`src/rtl/lda_polyline_sequencer.sv`:
```
// Polyline sequencer: buffers vertices in a first-word-fall-through FIFO and turns each
// consecutive vertex pair into one go/done request for the line-drawing engine.
module lda_polyline_sequencer #(
  parameter int DEPTH = 8,
  parameter int AW    = 3
) (
  input  logic       clock,
  input  logic       resetN,
  input  logic       v_push,
  input  logic [8:0] v_x,
  input  logic [7:0] v_y,
  input  logic [2:0] v_colour,
  input  logic       v_last,
  output logic       fifo_full,
  output logic       overflow,
  output logic       busy,
  output logic       poly_done,
  output logic       lda_go,
  output logic [8:0] lda_x0,
  output logic [8:0] lda_x1,
  output logic [7:0] lda_y0,
  output logic [7:0] lda_y1,
  output logic [2:0] lda_colour,
  input  logic       lda_done
);

  // state   | meaning
  // S_START | idle, next vertex popped begins a new polyline
  // S_NEXT  | inside a polyline, next vertex popped closes a segment
  // S_ISSUE | lda_go high for exactly this cycle
  // S_ACK   | lda_done ignored, engine may still show a stale done
  // S_WAIT  | waiting for lda_done from the engine
  typedef enum logic [2:0] {S_START, S_NEXT, S_ISSUE, S_ACK, S_WAIT} state_t;

  localparam logic [AW:0] C_FULL = (AW+1)'(DEPTH);

  logic [20:0]   r_mem [DEPTH];
  logic [AW-1:0] r_wr_ptr;
  logic [AW-1:0] r_rd_ptr;
  logic [AW:0]   r_count;
  logic          r_overflow;

  state_t        r_state;
  logic [8:0]    r_prev_x;
  logic [7:0]    r_prev_y;
  logic          r_end;
  logic          r_poly_done;
  logic          r_lda_go;
  logic [8:0]    r_lda_x0;
  logic [8:0]    r_lda_x1;
  logic [7:0]    r_lda_y0;
  logic [7:0]    r_lda_y1;
  logic [2:0]    r_lda_colour;

  logic          w_empty;
  logic          w_full;
  logic          w_push_ok;
  logic          w_pop;
  logic [20:0]   w_head;
  logic [8:0]    w_head_x;
  logic [7:0]    w_head_y;
  logic [2:0]    w_head_colour;
  logic          w_head_last;

  assign w_empty       = (r_count == '0);
  assign w_full        = (r_count == C_FULL);
  assign w_push_ok     = v_push & ~w_full;
  assign w_pop         = ((r_state == S_START) || (r_state == S_NEXT)) & ~w_empty;
  assign w_head        = r_mem[r_rd_ptr];
  assign w_head_x      = w_head[8:0];
  assign w_head_y      = w_head[16:9];
  assign w_head_colour = w_head[19:17];
  assign w_head_last   = w_head[20];

  // Storage needs no reset: r_count alone decides which entries are valid.
  always_ff @(posedge clock) begin
    if (w_push_ok) r_mem[r_wr_ptr] <= {v_last, v_colour, v_y, v_x};
  end

  always_ff @(posedge clock or negedge resetN) begin
    if (!resetN) begin
      r_wr_ptr   <= '0;
      r_rd_ptr   <= '0;
      r_count    <= '0;
      r_overflow <= 1'b0;
    end else begin
      r_overflow <= v_push & w_full;
      if (w_push_ok) r_wr_ptr <= r_wr_ptr + AW'(1);
      if (w_pop)     r_rd_ptr <= r_rd_ptr + AW'(1);
      case ({w_push_ok, w_pop})
        2'b10:   r_count <= r_count + (AW+1)'(1);
        2'b01:   r_count <= r_count - (AW+1)'(1);
        default: r_count <= r_count;
      endcase
    end
  end

  always_ff @(posedge clock or negedge resetN) begin
    if (!resetN) begin
      r_state      <= S_START;
      r_prev_x     <= '0;
      r_prev_y     <= '0;
      r_end        <= 1'b0;
      r_poly_done  <= 1'b0;
      r_lda_go     <= 1'b0;
      r_lda_x0     <= '0;
      r_lda_x1     <= '0;
      r_lda_y0     <= '0;
      r_lda_y1     <= '0;
      r_lda_colour <= '0;
    end else begin
      r_lda_go    <= 1'b0;
      r_poly_done <= 1'b0;
      case (r_state)
        S_START: begin
          if (!w_empty) begin
            r_prev_x <= w_head_x;
            r_prev_y <= w_head_y;
            // A lone terminating vertex is drawn as a zero-length line.
            if (w_head_last) begin
              r_lda_x0     <= w_head_x;
              r_lda_x1     <= w_head_x;
              r_lda_y0     <= w_head_y;
              r_lda_y1     <= w_head_y;
              r_lda_colour <= w_head_colour;
              r_end        <= 1'b1;
              r_lda_go     <= 1'b1;
              r_state      <= S_ISSUE;
            end else begin
              r_state <= S_NEXT;
            end
          end
        end
        S_NEXT: begin
          if (!w_empty) begin
            r_lda_x0     <= r_prev_x;
            r_lda_y0     <= r_prev_y;
            r_lda_x1     <= w_head_x;
            r_lda_y1     <= w_head_y;
            r_lda_colour <= w_head_colour;
            r_prev_x     <= w_head_x;
            r_prev_y     <= w_head_y;
            r_end        <= w_head_last;
            r_lda_go     <= 1'b1;
            r_state      <= S_ISSUE;
          end
        end
        S_ISSUE: r_state <= S_ACK;
        S_ACK:   r_state <= S_WAIT;
        S_WAIT: begin
          if (lda_done) begin
            r_poly_done <= r_end;
            r_state     <= r_end ? S_START : S_NEXT;
          end
        end
        default: r_state <= S_START;
      endcase
    end
  end

  assign fifo_full  = w_full;
  assign overflow   = r_overflow;
  assign busy       = (r_state != S_START) | ~w_empty;
  assign poly_done  = r_poly_done;
  assign lda_go     = r_lda_go;
  assign lda_x0     = r_lda_x0;
  assign lda_x1     = r_lda_x1;
  assign lda_y0     = r_lda_y0;
  assign lda_y1     = r_lda_y1;
  assign lda_colour = r_lda_colour;

endmodule

```
`config.mk`:
```
export PLATFORM = sky130hd
export DESIGN_NAME = lda_polyline_sequencer
export DESIGN_NICKNAME = d
export VERILOG_FILES = /design/src/rtl/lda_polyline_sequencer.sv
export SDC_FILE = /design/constraint.sdc
export NUM_CORES = 1
export LEC_CHECK = 0
export ABC_AREA = 1
export CAP_MARGIN = 20
export CORE_UTILIZATION = 61
export DETAILED_ROUTE_END_ITERATION = 12
export DONT_BUFFER_PORTS = 1
export GPL_TIMING_DRIVEN = 0
export PLACE_DENSITY = 0.77
export SYNTH_ARGS = -nofsm -noshare
export SYNTH_HDL_FRONTEND = slang
export SYNTH_SLANG_ARGS = --single-unit
```
`constraint.sdc`:
```
create_clock -name clock -period 3.3 [get_ports clock]
set_input_delay 0.165 -clock clock [delete_from_list [all_inputs] [get_ports clock]]
set_output_delay 0.165 -clock clock [all_outputs]
set_load 0.05 [all_outputs]
```
==> flow_summary_export.csv, run 1 <==
group,metric,value,unit
outcome,status,"complete, but fails checks",
outcome,violations,"negative hold slack",
grt,grt_pass1_wl,41.8,mm
sta,worst_hold_slack,-0.00181,ns
worst_setup_path,end_kind,"flip-flop",
power,ir_drop,0.000696,V
grt,track_usage,31.1,%
placed_design,place_inst,1357,
yosys,synth.top_cells.by_count,"346 x nand2_1, 186 x nand3_1, 168 x edfxtp_1",
routing,highest_layer,"met4",
cts,cts.sinks,239,
cts,cts_buffers,25,
power,switching_share,45.3,%
routing,drt-total-wl,27.0,mm
routing,num_vias,8042,
cts,clk_pin_slew,0.06,ns
final_layout,final_layout_size_suffix_gt1_share,9.65,%
floorplanning,dieHeight,135,microns
yosys,synth_edf_count,168,
min_path,hp-class,"primary input to flip-flop",
floorplanning,ios,67,
floorplanning,die_area,18100,sq um
final_layout,antenna_cells,0,
yosys,synth_seq_area_share,63.7,%
grt,antenna_found_initial,0,
cts,cts_root_buffer,"clkbuf_16",
yosys,synth-xor-area-share,0.572,%
yosys,syn_inst,1124,
grt,globalRouteOverflowTotal,0,
sta,hold_viol_final,1,
power,p_sw,0.00605,W
yosys,synth_area_leader_cell,"edfxtp_1",
sta,skew,0.00906,ns
worst_setup_path,reg2reg_depth,13,
power,power_density,1090,nW/um^2
worst_setup_path,cp_data_arrival_time,2.91,ns
yosys,synth_compound_area_share,2.01,%
sta,slew_headroom,42.8,%
floorplanning,fp.dieW,135,microns
worst_setup_path,reg2reg_from,"r_count[1]$_DFFE_PN0P_",
grt,grt_max_degree,72,
power,intPower,0.00730,W
yosys,syn-num-nets,1154,
min_path,whs_path_depth,3,
yosys,yosysMostFrequentCell,"nand2_1",
cts,cts_resized,0,
final_layout,finalNonFillerCells,1427,
placed_design,gp_congestion,0.899,
yosys,synth.area.mux_share,0,%
power,seqPwrFrac,37.6,%
power,combinationalPowerShare,41.7,%
yosys,synth_area_per_cell,9.53,sq um
routing,ant_nets,0,
yosys,ys_seq_elements,239,
sta,setup_violations,0,
cts,cts_tree,"built",
placed_design,numPortBuffers,0,
routing,drc,0,
power,leakage,5.61,nW
sta,tightest_slew,0.857,ns
yosys,synth-adder-area-share,0.584,%
yosys,synth_area_leaders,"edfxtp_1 47%, dfrtp_1 17%, nand2_1 12%",
routing,wl_per_cell,18.9,microns
sta,period_share,76.5,%
yosys,syn_area,10700,sq um
sta,final_max_slew_viol_count,0,
cts,htreeDepth,1,
sta,fin_crit,2.53,ns
routing,wl_met1,10.6,mm
routing,vias_per_cell,5.64,
yosys,synth_top_area_share,47.1,%
sta,fmax,396,MHz
worst_setup_path,cp.required,3.69,ns
yosys,yosys_warnings,0,
yosys,synth_simple_gate_area_share,25.0,%
cts,cts_setup_buffers,0,
grt,grt_pass1_vias,7769,
yosys,async_flop_share,29.7,%
sta,finalSetupTns,0,ns
power,pwr-share-clk,20.7,%
yosys,synth_top_family_by_area,"simple AND/OR/NAND/NOR gates",
sta,rsz0062_at_grt,"no",
worst_setup_path,crit_start,"r_count[1]$_DFFE_PN0P_",
final_layout,nets,1214,
worst_setup_path,crit_path_max_fanout,11,
final_layout,post-route-util,70.8,%
routing,first_pass_iters,6,
routing,wl_met2,12.4,mm
placed_design,dp_hpwl,18.4,mm
min_path,min_from,"v_push",
floorplanning,start_util,62.2,%
routing,wl_met3,3.07,mm
job,cap_viol_max_count,0,
worst_setup_path,r2r_setup_slack,0.77,ns
routing,drt_iter0_drc,1068,
power,fin_total_pwr,0.0133,W
min_path,hold_path_end,"r_wr_ptr[0]$_DFFE_PN0P_",
final_layout,area_growth,14.0,%
floorplanning,row_count,48,
worst_setup_path,start_kind,"flip-flop",
floorplanning,core,17200,sq um
cts,clock_path_buffers,3,
worst_setup_path,regToRegEndpoint,"r_count[2]$_DFFE_PN0P_",
cts,insertion_delay,0.52,ns
yosys,synth_cell_types,27,
worst_setup_path,path_class,"flip-flop to flip-flop",
yosys,synthFlopType,"edfxtp_1",
## state kept, by name, indices dropped and copies added, names as in the netlist, 4 cells and up
name	cells
r_mem	168
lda_x0	9
lda_x1	9
r_prev_x	9
lda_y0	8
lda_y1	8
r_prev_y	8
r_count	4
## how the worst max path moves through the flow
stage          depth (start not counted)                      to
3_3_place_gp                           5  r_mem[2][20]$_DFFE_PP_
2_1_floorplan                          5   r_mem[0][0]$_DFFE_PP_
5_1_grt                               14  r_count[3]$_DFFE_PN0P_
4_1_cts                               13  r_count[2]$_DFFE_PN0P_
6_report                              13  r_count[2]$_DFFE_PN0P_
3_5_place_dp                          14  r_count[3]$_DFFE_PN0P_
## kinds of logic (layout without fill, tap and decap cells)
| family | after synthesis | count (layout) |
|---|---|---|
| simple gates | 634 | 634 |
| flops | 239 | 239 |
| buf+inv | 201 | 279 |
| compound gates | 38 | 38 |
| xor+xnor | 7 | 7 |
| fa+ha+maj | 5 | 5 |
## per-stage QoR
| stage | area [sq um] | setup slack (ns) |
|---|---|---|
| global placement | 11000 | -0.0130 |
| CTS | 12200 | 0.784 |
| detailed placement | 11100 | 0.820 |
| finish | 12200 | 0.775 |
| floorplan | 10700 | 0.985 |
| global route | 12200 | 0.571 |
## layout make-up
class	count	area, sq um
Timing Repair Buffer	33	388
Clock inverter	18	176
Inverter	144	541
Tap cell	225	282
Buffer	57	333
Multi-Input combinational cell	684	3040
Clock buffer	27	633
Fill cell	1195	5020
Sequential cell	239	6820
## what timing repair did
| action | in CTS | in global routing |
|---|---|---|
| setup endpoints to repair | 0 | 0 |
| hold buffers | 25 | 0 |
| hold endpoints to repair | 244 | 0 |
## power groups by stage
stage	registers, W	logic, W	clock network [W]
after floorplan	0.00497	0.00374	0
after global placement	0.00506	0.00508	0
after detailed placement	0.00506	0.00531	0
after CTS	0.00501	0.00545	0.00278
after global routing	0.00508	0.00612	0.00291
final	0.00502	0.00557	0.00276
## cells in the final DEF, fill, tap and decap left out, types with 9 or more instances in the layout
cell type and instances:
nor2_2 9, clkbuf_16 25, nand2_1 346, buf_2 26, o21ai_0 17, dfrtp_1 71, nand3_1 186, a31oi_1 18
buf_4 13, clkbuf_1 12, nor2_1 81, edfxtp_1 168, dlygate4sd3_1 24, inv_1 141
## metal layers
| layer | vias to the layer above | GRT usage (%) |
|---|---|---|
| met5 | - | 0 |
| met4 | 0 | 12.7 |
| met3 | 78 | 5.03 |
| met2 | 468 | 48.4 |
| met1 | 3738 | 44.3 |
| li1 | 3758 | - |
## critical path, cell delays in order, from the launching register on
cell and delay [ns]:
dfrtp_1 0.44, nor2_2 0.25, nand3_2 0.15, nand2_1 0.15, inv_2 0.05, buf_6 0.14, buf_2 0.19, ha_1 0.25
nor2_1 0.12, nor2_1 0.07, ha_1 0.18, a21oi_1 0.16, xnor2_1 0.15, o21ai_0 0.10
(Power assumes the default switching activity.)
==> run 2, diff against run 1 <==
clock period = 2.5 ns   (was 3.3 ns; I/O delays follow)
==> flow_summary_export.csv, run 2 (same netlist as run 1, synthesis figures left out) <==
group,metric,value,unit
sta,timing.final.ws_setup,0.122,ns
cts,htreeDepth,1,
cts,clock_path_buffers,3,
routing,drt-total-wl,27.1,mm
power,ir_drop,0.000944,V
worst_setup_path,start_kind,"flip-flop",
worst_setup_path,end_kind,"flip-flop",
floorplanning,core,17200,sq um
sta,fin_crit,2.38,ns
worst_setup_path,cp_data_arrival_time,2.60,ns
routing,drc,0,
final_layout,fillCellCount,1193,
sta,finalSetupTns,0,ns
outcome,status,"completed",
sta,setup_violations,0,
grt,track_usage,31.2,%
placed_design,gp_congestion,0.899,
grt,grt_pass1_vias,7784,
sta,worst_hold_slack,0.161,ns
cts,insertion_delay,0.51,ns
cts,cts_root_buffer,"clkbuf_16",
routing,wl_per_cell,19.0,microns
sta,period_share,95.1,%
floorplanning,dieHeight,135,microns
worst_setup_path,path_class,"flip-flop to flip-flop",
placed_design,numPortBuffers,0,
final_layout,area_growth,14.1,%
sta,tightest_slew,0.830,ns
final_layout,largest_reg_flops,168,
routing,num_vias,8099,
routing,ant_nets,0,
sta,rsz0062_at_grt,"no",
floorplanning,start_util,62.2,%
final_layout,nets,1214,
min_path,hp-class,"primary input to asynchronous set/reset pin",
sta,slew_headroom,44.6,%
grt,globalRouteOverflowTotal,0,
power,power_density,1440,nW/um^2
sta,skew,0.00613,ns
final_layout,antenna_cells,0,
floorplanning,die_area,18100,sq um
cts,clk_pin_slew,0.06,ns
grt,grt_pass1_wl,41.9,mm
routing,vias_per_cell,5.68,
final_layout,final_cell_mix,"345 x nand2_1, 186 x nand3_1, 168 x edfxtp_1, 140 x inv_1, 81 x nor2_1",
final_layout,layout_commonest_cell,"nand2_1",
floorplanning,fp.dieW,135,microns
cts,cts_setup_buffers,0,
sta,hold_viol_final,0,
routing,drt_iter0_drc,1199,
final_layout,final_layout_size_suffix_gt1_share,10.1,%
floorplanning,row_count,48,
routing,first_pass_iters,6,
grt,grt_max_degree,72,
power,leakage,5.60,nW
sta,final_max_slew_viol_count,0,
power,fin_total_pwr,0.0177,W
placed_design,pre_cts_ws,0.0196,ns
cts,cts_tree,"built",
placed_design,dp_hpwl,18.4,mm
cts,cts_buffers,25,
grt,antenna_found_initial,0,
worst_setup_path,reg2reg_depth,6,
worst_setup_path,cp.required,2.72,ns
worst_setup_path,crit_path_max_fanout,11,
cts,cts.sinks,239,
job,cap_viol_max_count,0,
final_layout,largest-register,"r_mem",
floorplanning,ios,67,
sta,fmax,421,MHz
## run 2: final cells by class
type | instances | area [sq um] | share of cell area [%]
multi-input combinational | 684 | 3050 | 24.9
sequential | 239 | 6820 | 55.8
clock buffer | 27 | 633 | 5.18
tap | 225 | 282 | 2.30
buffer | 57 | 333 | 2.72
inverter | 144 | 541 | 4.42
clock inverter | 18 | 176 | 1.44
timing repair buffer | 33 | 388 | 3.17
## run 2: metrics by stage
step	instance area (sq um)	utilization, %	cells
2_1_floorplan	10700	-	1124
3_3_place_gp	11000	63.8	1349
3_5_place_dp	11100	64.6	1357
4_1_cts	12200	70.9	1427
5_1_grt	12200	70.9	1427
6_report	12200	70.9	1427
## run 2: final timing paths
path / from / to / slack, ns
hold reg to reg: r_count[0]$_DFFE_PN0P_ / r_count[0]$_DFFE_PN0P_ / 0.53
min in group clock: v_push / overflow$_DFF_PN0_ / 0.30
max in group asynchronous: resetN / r_count[1]$_DFFE_PN0P_ / 2.05
hold / removal: resetN / lda_colour[0]$_DFFE_PN0P_ / 0.16
setup reg to reg: r_count[1]$_DFFE_PN0P_ / r_mem[4][8]$_DFFE_PP_ / 0.12
setup / recovery: r_count[1]$_DFFE_PN0P_ / r_mem[4][8]$_DFFE_PP_ / 0.12
## run 2: what timing repair did
item | in CTS | in global routing
hold buffers | 25 | 0
endpoints found under the hold margin | 245 | 0
endpoints found under the setup margin | 2 | 24
gates resized for setup | 1 | 7
pin swaps | 0 | 1
## run 2: routing by layer
metal / GRT usage [%] / routed length, microns
met1: 44.4 / 10700
met3: 4.95 / 3070
met2: 48.5 / 12400
met5: 0 / 0
met4: 12.7 / 952
## run 2: power by group
group	total (W)	internal [W]	switching, W
registers	0.00663	0.00524	0.00139
clock network	0.00365	0.00215	0.00150
logic	0.00739	0.00226	0.00512
total	0.0177	0.00965	0.00801
## run 2: worst max-delay path, cell delays in order, from the launching register on
cell and delay (ns):
dfrtp_2 0.43, nor2_4 0.07, nand3_1 0.11, nand2_1 0.17, or2_2 0.39, nor2_2 0.65
buf_8 0.25
